`src/rtl/audio_pkg.sv`:
```
// audio_pkg: shared types and constants for the SRAM recorder slice.
// Holds the recorder state enum, LCD state codes, I2S framing constants
// and a saturating absolute-value helper used by the optional peak meter.
package audio_pkg;

  localparam int unsigned SAMPLE_W   = 16;
  localparam int unsigned LRCK_DELAY = 1;

  typedef enum logic [1:0] {
    REC_IDLE,
    REC_STOP,
    REC_RECORD,
    REC_PAUSE
  } rec_state_e;

  typedef enum logic [1:0] {
    RX_IDLE,
    RX_DELAY,
    RX_SHIFT
  } rx_phase_e;

  localparam logic [3:0] STATE_IDLE  = 4'b1000;
  localparam logic [3:0] STATE_STOP  = 4'b0100;
  localparam logic [3:0] STATE_REC   = 4'b0101;
  localparam logic [3:0] STATE_PAUSE = 4'b0110;

  function automatic logic [3:0] state_code(input rec_state_e s);
    logic [3:0] c;
    case (s)
      REC_IDLE:   c = STATE_IDLE;
      REC_STOP:   c = STATE_STOP;
      REC_RECORD: c = STATE_REC;
      REC_PAUSE:  c = STATE_PAUSE;
      default:    c = STATE_IDLE;
    endcase
    return c;
  endfunction

  // |s| for a two's complement sample; the most negative value saturates
  // to the most positive one so the result always fits in SAMPLE_W bits.
  function automatic logic [SAMPLE_W-1:0] sample_abs(input logic [SAMPLE_W-1:0] s);
    logic [SAMPLE_W-1:0] neg;
    logic [SAMPLE_W-1:0] r;
    neg = ~s + 1'b1;
    if (!s[SAMPLE_W-1])
      r = s;
    else if (neg[SAMPLE_W-1])
      r = {1'b0, {(SAMPLE_W-1){1'b1}}};
    else
      r = neg;
    return r;
  endfunction

endpackage

```
`src/rtl/i2s_rx_shift.sv`:
```
// i2s_rx_shift: left-channel I2S deserializer on the bit clock.
// Detects the left frame start (LRCK high->low), skips the one-bit I2S
// delay, shifts 16 bits MSB first and pulses o_valid for one cycle with
// the completed sample. Dropping i_arm abandons any frame in progress.
module i2s_rx_shift
  import audio_pkg::*;
(
  input  logic                i_bclk,
  input  logic                i_rst_n,
  input  logic                i_arm,
  input  logic                i_lrck,
  input  logic                i_dat,
  output logic [SAMPLE_W-1:0] o_sample,
  output logic                o_valid
);

  localparam logic [4:0] DLY_LAST = 5'(LRCK_DELAY - 1);
  localparam logic [4:0] BIT_LAST = 5'(SAMPLE_W - 1);

  logic                r_lrck_d;
  rx_phase_e           r_phase;
  rx_phase_e           w_phase_nx;
  logic [4:0]          r_cnt;
  logic [SAMPLE_W-1:0] r_shift;
  logic                r_valid;
  logic                w_frame_start;
  logic                w_done;

  assign w_frame_start = r_lrck_d & ~i_lrck;
  assign w_done        = (r_phase == RX_SHIFT) && i_arm && (r_cnt == BIT_LAST);
  assign o_sample      = r_shift;
  assign o_valid       = r_valid;

  // Next framing phase: wait for armed frame start, skip delay, shift bits.
  always_comb begin
    w_phase_nx = r_phase;
    case (r_phase)
      RX_IDLE: begin
        if (i_arm && w_frame_start) w_phase_nx = RX_DELAY;
      end
      RX_DELAY: begin
        if (!i_arm)                  w_phase_nx = RX_IDLE;
        else if (r_cnt == DLY_LAST)  w_phase_nx = RX_SHIFT;
      end
      RX_SHIFT: begin
        if (!i_arm)                  w_phase_nx = RX_IDLE;
        else if (r_cnt == BIT_LAST)  w_phase_nx = RX_IDLE;
      end
      default: w_phase_nx = RX_IDLE;
    endcase
  end

  // Phase register, bit counter, shift register and sample-valid strobe.
  always_ff @(posedge i_bclk or negedge i_rst_n) begin
    if (!i_rst_n) begin
      r_lrck_d <= 1'b0;
      r_phase  <= RX_IDLE;
      r_cnt    <= '0;
      r_shift  <= '0;
      r_valid  <= 1'b0;
    end else begin
      r_lrck_d <= i_lrck;
      r_phase  <= w_phase_nx;
      r_valid  <= w_done;
      if (r_phase != w_phase_nx)
        r_cnt <= '0;
      else if (r_phase != RX_IDLE)
        r_cnt <= r_cnt + 1'b1;
      if (r_phase == RX_SHIFT && i_arm)
        r_shift <= {r_shift[SAMPLE_W-2:0], i_dat};
    end
  end

endmodule

```
`src/rtl/sram_recorder.sv`:
```
// sram_recorder: records the left I2S ADC channel into external SRAM.
// Key pulses drive an IDLE/STOP/RECORD/PAUSE FSM; each captured sample is
// written for one cycle at consecutive addresses and the recorded length
// is exported as o_end_addr for the playback reader.
// Optional feature macro: RECORDER_PEAK_EN (peak |sample| meter on o_peak).
module sram_recorder
  import audio_pkg::*;
#(
  parameter int unsigned          ADDR_W   = 20,
  parameter int unsigned          DATA_W   = 16,
  parameter logic [ADDR_W-1:0]    MAX_ADDR = 20'hFFFFF
) (
  input  logic              i_bclk,
  input  logic              i_rst_n,
  input  logic              i_enable,
  input  logic              i_record,
  input  logic              i_stop,
  input  logic              i_ADCLRCK,
  input  logic              i_ADCDAT,
  output logic [ADDR_W-1:0] o_addr,
  output logic [DATA_W-1:0] o_SRAM_DQ,
  output logic              o_we_n,
  output logic [ADDR_W-1:0] o_end_addr,
  output logic              o_full,
  output logic [3:0]        o_state,
  output logic [DATA_W-1:0] o_peak
);

  rec_state_e          r_state;
  rec_state_e          w_state_nx;
  logic [3:0]          r_o_state;
  logic [ADDR_W-1:0]   r_addr;
  logic [ADDR_W-1:0]   r_o_addr;
  logic [DATA_W-1:0]   r_dq;
  logic                r_we_n;
  logic [ADDR_W-1:0]   r_end_addr;
  logic                r_full;
  logic [SAMPLE_W-1:0] w_sample;
  logic                w_valid;
  logic                w_arm;
  logic                w_hit_max;
  logic                w_start_rec;

  assign w_arm       = (r_state == REC_RECORD);
  // The write cycle currently on the bus targets the last address.
  assign w_hit_max   = !r_we_n && (r_addr == MAX_ADDR);
  assign w_start_rec = (r_state == REC_STOP) && (w_state_nx == REC_RECORD);

  i2s_rx_shift u_rx (
    .i_bclk   (i_bclk),
    .i_rst_n  (i_rst_n),
    .i_arm    (w_arm),
    .i_lrck   (i_ADCLRCK),
    .i_dat    (i_ADCDAT),
    .o_sample (w_sample),
    .o_valid  (w_valid)
  );

  // Next state: enable beats memory-full, which beats stop, which beats record.
  always_comb begin
    w_state_nx = r_state;
    if (!i_enable) begin
      w_state_nx = REC_IDLE;
    end else if (w_hit_max) begin
      w_state_nx = REC_STOP;
    end else begin
      case (r_state)
        REC_IDLE:   w_state_nx = REC_STOP;
        REC_STOP:   if (!i_stop && i_record) w_state_nx = REC_RECORD;
        REC_RECORD: begin
          if (i_stop)        w_state_nx = REC_STOP;
          else if (i_record) w_state_nx = REC_PAUSE;
        end
        REC_PAUSE: begin
          if (i_stop)        w_state_nx = REC_STOP;
          else if (i_record) w_state_nx = REC_RECORD;
        end
        default: w_state_nx = REC_IDLE;
      endcase
    end
  end

  // State register and its one-cycle-late LCD code.
  always_ff @(posedge i_bclk or negedge i_rst_n) begin
    if (!i_rst_n) begin
      r_state   <= REC_IDLE;
      r_o_state <= STATE_IDLE;
    end else begin
      r_state   <= w_state_nx;
      r_o_state <= state_code(r_state);
    end
  end

  // SRAM write strobe, address counter, end address and full flag.
  // Bookkeeping runs in the cycle after the strobe; a restart clears it last.
  always_ff @(posedge i_bclk or negedge i_rst_n) begin
    if (!i_rst_n) begin
      r_we_n     <= 1'b1;
      r_dq       <= '0;
      r_o_addr   <= '0;
      r_addr     <= '0;
      r_end_addr <= '0;
      r_full     <= 1'b0;
    end else begin
      r_we_n <= ~w_valid;
      if (w_valid) begin
        r_dq     <= DATA_W'(w_sample);
        r_o_addr <= r_addr;
      end
      if (!r_we_n) begin
        r_end_addr <= r_addr + 1'b1;
        if (r_addr == MAX_ADDR)
          r_full <= 1'b1;
        else
          r_addr <= r_addr + 1'b1;
      end
      if (w_start_rec) begin
        r_addr     <= '0;
        r_o_addr   <= '0;
        r_end_addr <= '0;
        r_full     <= 1'b0;
      end
    end
  end

`ifdef RECORDER_PEAK_EN
  logic [DATA_W-1:0] r_peak;
  logic [DATA_W-1:0] w_abs;

  assign w_abs = DATA_W'(sample_abs(w_sample));

  // Running peak magnitude, updated alongside each SRAM write.
  always_ff @(posedge i_bclk or negedge i_rst_n) begin
    if (!i_rst_n) begin
      r_peak <= '0;
    end else begin
      if (w_valid && (w_abs > r_peak))
        r_peak <= w_abs;
      if (w_start_rec)
        r_peak <= '0;
    end
  end

  assign o_peak = r_peak;
`else
  assign o_peak = '0;
`endif

  assign o_addr     = r_o_addr;
  assign o_SRAM_DQ  = r_dq;
  assign o_we_n     = r_we_n;
  assign o_end_addr = r_end_addr;
  assign o_full     = r_full;
  assign o_state    = r_o_state;

endmodule

```
`config.mk`:
```
export PLATFORM = sky130hd
export DESIGN_NAME = sram_recorder
export DESIGN_NICKNAME = d
export VERILOG_FILES = /design/src/rtl/audio_pkg.sv /design/src/rtl/i2s_rx_shift.sv /design/src/rtl/sram_recorder.sv
export SDC_FILE = /design/constraint.sdc
export NUM_CORES = 1
export LEC_CHECK = 0
export ABC_AREA = 1
export BUFFER_PORTS_ARGS = -buffer_cell sky130_fd_sc_hd__buf_2
export CELL_PAD_IN_SITES_DETAIL_PLACEMENT = 1
export CELL_PAD_IN_SITES_GLOBAL_PLACEMENT = 2
export CORE_ASPECT_RATIO = 0.5
export CORE_MARGIN = 5
export CORE_UTILIZATION = 32
export CTS_BUF_LIST = sky130_fd_sc_hd__clkbuf_8
export DETAILED_ROUTE_END_ITERATION = 8
export HOLD_SLACK_MARGIN = 0.1
export PLACE_DENSITY_LB_ADDON = 0.1
export SYNTH_ARGS = -nofsm -noshare
export SYNTH_HDL_FRONTEND = slang
export SYNTH_SLANG_ARGS = --single-unit
export TNS_END_PERCENT = 50
```
`constraint.sdc`:
```
create_clock -name i_bclk -period 1.6 [get_ports i_bclk]
set_input_delay 0 -clock i_bclk [delete_from_list [all_inputs] [get_ports i_bclk]]
set_output_delay 0 -clock i_bclk [all_outputs]
set_load 0.005 [all_outputs]
```
==> metrics.cfg <==
[run_status]
status = finished, violations left
failed_checks = setup timing

[global_route]
antenna_found_initial = 0
grt_max_degree = 55
grt_pass1_vias = 4309
globalRouteOverflowTotal = 0
grt_usage_pct = 15.1
grt_pass1_wl_um = 22900

[worst_hold_path]
hp-class = in2async

[worst_setup_path]
r2r_slack_ns = -0.08
crit_slowest_cell = dfrtp_1
cpPeakStageDelay_ns = 0.37
crit_fanout = 9
ff2ff_path_depth = 11
cp_cell_sequence = ha_2 -> nand2_2 -> nor2_4 -> nand2_4 -> nor2_8 -> nand4_4 -> nand3_4 -> buf_12 -> clkbuf_16 -> nand3_2 -> nand2_1
r2r-start = r_addr[0]
timing.rr.end = o_addr[13]
start_kind = flip-flop
worstPathRequired_ns = 1.93
end_kind = flip-flop
critPathArrivalTime_ns = 2.01
critical_path_class = reg2reg

[route]
vias = 4176
drt_iter0_drc = 137
drc_errors = 0
postRouteWirelength_um = 13700
viasPerCell = 4.53
dr.pass1.iters = 4
wl_per_cell_um = 14.9
ant_nets = 0

[job]
max_cap_viol_count = 0

[synth]
synth.distinct_cells = 35
synth_edf_count = 0
synthCells = 587
ys_dominant_reg_cell = dfrtp_1
async_reset_ff_share_pct = 100
yosysWarningCount = 0
synth-compound-area-share_pct = 4.15
muxShareOfSynthArea_pct = 0.221
synth-simple-area-share_pct = 27.3
yosys.area_share.xor_xnor_pct = 2.92
synth.avg_cell_area_um2 = 8.69
synth_fa_ha_area_share_pct = 0.982
synth_area_um2 = 5100
synth_top_family_by_area = simple AND/OR/NAND/NOR gates
ys_seq_area_share_pct = 53.5
synth_seq_cells = 109

[clock_tree]
cts_buffers = 9
cts-root-buf = clkbuf_8
ctsHtreeMaxLevel = 3
clockBufferDepth = 2
cts_tree = yes
cts.clk_slew.worst_paths_ns = 0.12
clkLatencyLatePin_ns = 0.39
cts.sinks = 109

[sta]
hold_viol_final = 0
fin_skew_ns = 0.0146
layout_min_cycle_time_ns = 1.68
setup-violations-final = 55
max_freq_mhz = 596
slew_headroom_pct = 39.8
min_period_over_period_pct = 105
tightest_slew_ns = 0.903
whs_ns = 0.158
finalMaxSlewViolations = 0
fin_ws_ns = -0.0788
rsz0062_at_grt = true

[cells_and_area]
n_fill_cell = 1837
fin_cells = 922
fin_area_um2 = 6610
n_antenna_cell = 0
area.growth.synth_to_final_pct = 29.6
final_nets = 724
drive_above_1_share_pct = 30.6

[power]
swShare_pct = 25.3
p_leak_nw = 3.65
power_density_nw_per_um2 = 738
combPwrFrac_pct = 5.8
p_int_mw = 3.65
switching_power_mw = 1.23
seqPwrFrac_pct = 57.6
clkPwrFrac_pct = 36.6
peakVddDrop_mv = 0.424

[floorplanning]
die_w_um = 189
io_pins = 85
initial_core_util_pct = 32.9
die_area_um2 = 18700
die_y_um = 99.3
coreArea_um2 = 15500
num_rows = 32

[place]
io_buffer_count = 68
place_congestion = 0.744
placed_cell_area_um2 = 6000
numPlacedInstances = 885
dp_hpwl_um = 9630

-- per-stage QoR --
step	total power, mW	util, %	setup WS (ns)	TNS, ns
finish	4.88	42.6	-0.0788	-2.33
global placement	3.12	38.7	-0.0361	-0.549
CTS	4.98	41.6	-0.0925	-3.00
floorplan	3.00	-	-0.0628	-2.78
detailed placement	3.12	38.7	-0.113	-4.38
global route	5.14	42.6	-0.184	-8.79
-- cells by family (layout without fill, tap and decap cells) --
group | Yosys count | in the layout
AOI/OAI and AO/OA | 41 | 41
DFF | 109 | 109
and+or+nand+nor | 302 | 303
buffers and inverters | 112 | 227
other | 1 | 16
adders and majority gates | 4 | 4
xor gates and xnor gates | 17 | 17
muxes | 1 | 1
-- state kept, by name (all words and copies together) (netlist names) --
name and cells:
o_addr 20, u_rx.r_phase 2, u_rx.o_valid 1, u_rx.o_sample 16
u_rx.r_lrck_d 1, o_full 1, o_state 4, o_we_n 1
r_state 2, r_addr 20, o_SRAM_DQ 16, u_rx.r_cnt 5
o_end_addr 20
-- synthesized netlist by cell type (all sizes together), types with 2 or more instances --
cell type,number,area (µm²)
nand3,108,596
dfstp,2,52.6
buf,34,258
nand2,151,577
xor2,11,96.3
nand4,2,27.5
ha,4,50.1
nor3,5,25.0
inv,67,251
a21oi,4,20.0
xnor2,6,52.6
dfrtp,107,2680
o22ai,2,12.5
clkbuf,11,41.3
nor2,33,148
o21ai,33,165
-- per-layer routing --
| layer | routed length [µm] | share of wire (%) | global-route usage (%) |
|---|---|---|---|
| met2 | 6150 | 45 | 24.3 |
| met1 | 6900 | 50 | 21.1 |
| met3 | 564 | 4.1 | 3.79 |
| met4 | 116 | 0.84 | 2.85 |
| met5 | 0 | 0 | 0 |
-- cells in the final DEF, fill, tap and decap left out, types with 6 or more instances in the layout --
cell type      netlist  routed
nand2_1            149     143
dfrtp_1            107     107
nand3_1             97      73
buf_2                8      67
inv_1               56      56
buf_4               16      54
nand3_2             11      33
o21ai_0             32      32
nor2_1              31      29
conb_1               1      16
inv_2               11      11
xor2_1              11      11
buf_12               0      10
clkbuf_8             0       9
nand2_2              1       7
dlygate4sd3_1        0       6
-- what timing repair did --
item	4_1_cts	5_1_grt
buffers inserted	9	4
gates cloned	2	1
endpoints found under the setup margin	58	88
hold buffers	7	0
resized for setup	14	29
pin swaps	5	5
endpoints found under the hold margin	113	0
-- worst max-delay path by stage --
stage                   start              to  cells past startpoint
floorplan           r_addr[0]  o_end_addr[11]                     11
global route        r_addr[0]       o_addr[0]                     11
finish              r_addr[0]      o_addr[13]                     11
CTS                 r_addr[0]   o_end_addr[8]                     10
detailed placement  r_addr[0]       o_addr[2]                     10
global placement    r_addr[0]   o_end_addr[8]                     10
-- worst max-delay path: cells and delay by family (launching register included) --
kind	cells	cell delay, ns
simple gates	8	0.76
flops	1	0.37
buf+inv	2	0.31
fa+ha+maj	1	0.19
-- layout make-up --
cell class                 count  area (µm²)  share of cell area, %
timing repair buffer         144        1100                   16.6
clock inverter                 7        77.6                   1.17
clock buffer                   9         124                   1.87
multi-input combinational    382        2070                   31.3
tap                          204         255                   3.86
inverter                      67         255                   3.86
sequential                   109        2730                   41.3
-- power by group through the flow --
stage	clock network, mW	logic [mW]	registers [mW]
2_1_floorplan	0	0.134	2.86
3_3_place_gp	0	0.259	2.86
3_5_place_dp	0	0.259	2.86
4_1_cts	1.88	0.285	2.81
5_1_grt	2.00	0.325	2.81
6_report	1.79	0.284	2.81
(Power assumes the default switching activity.)
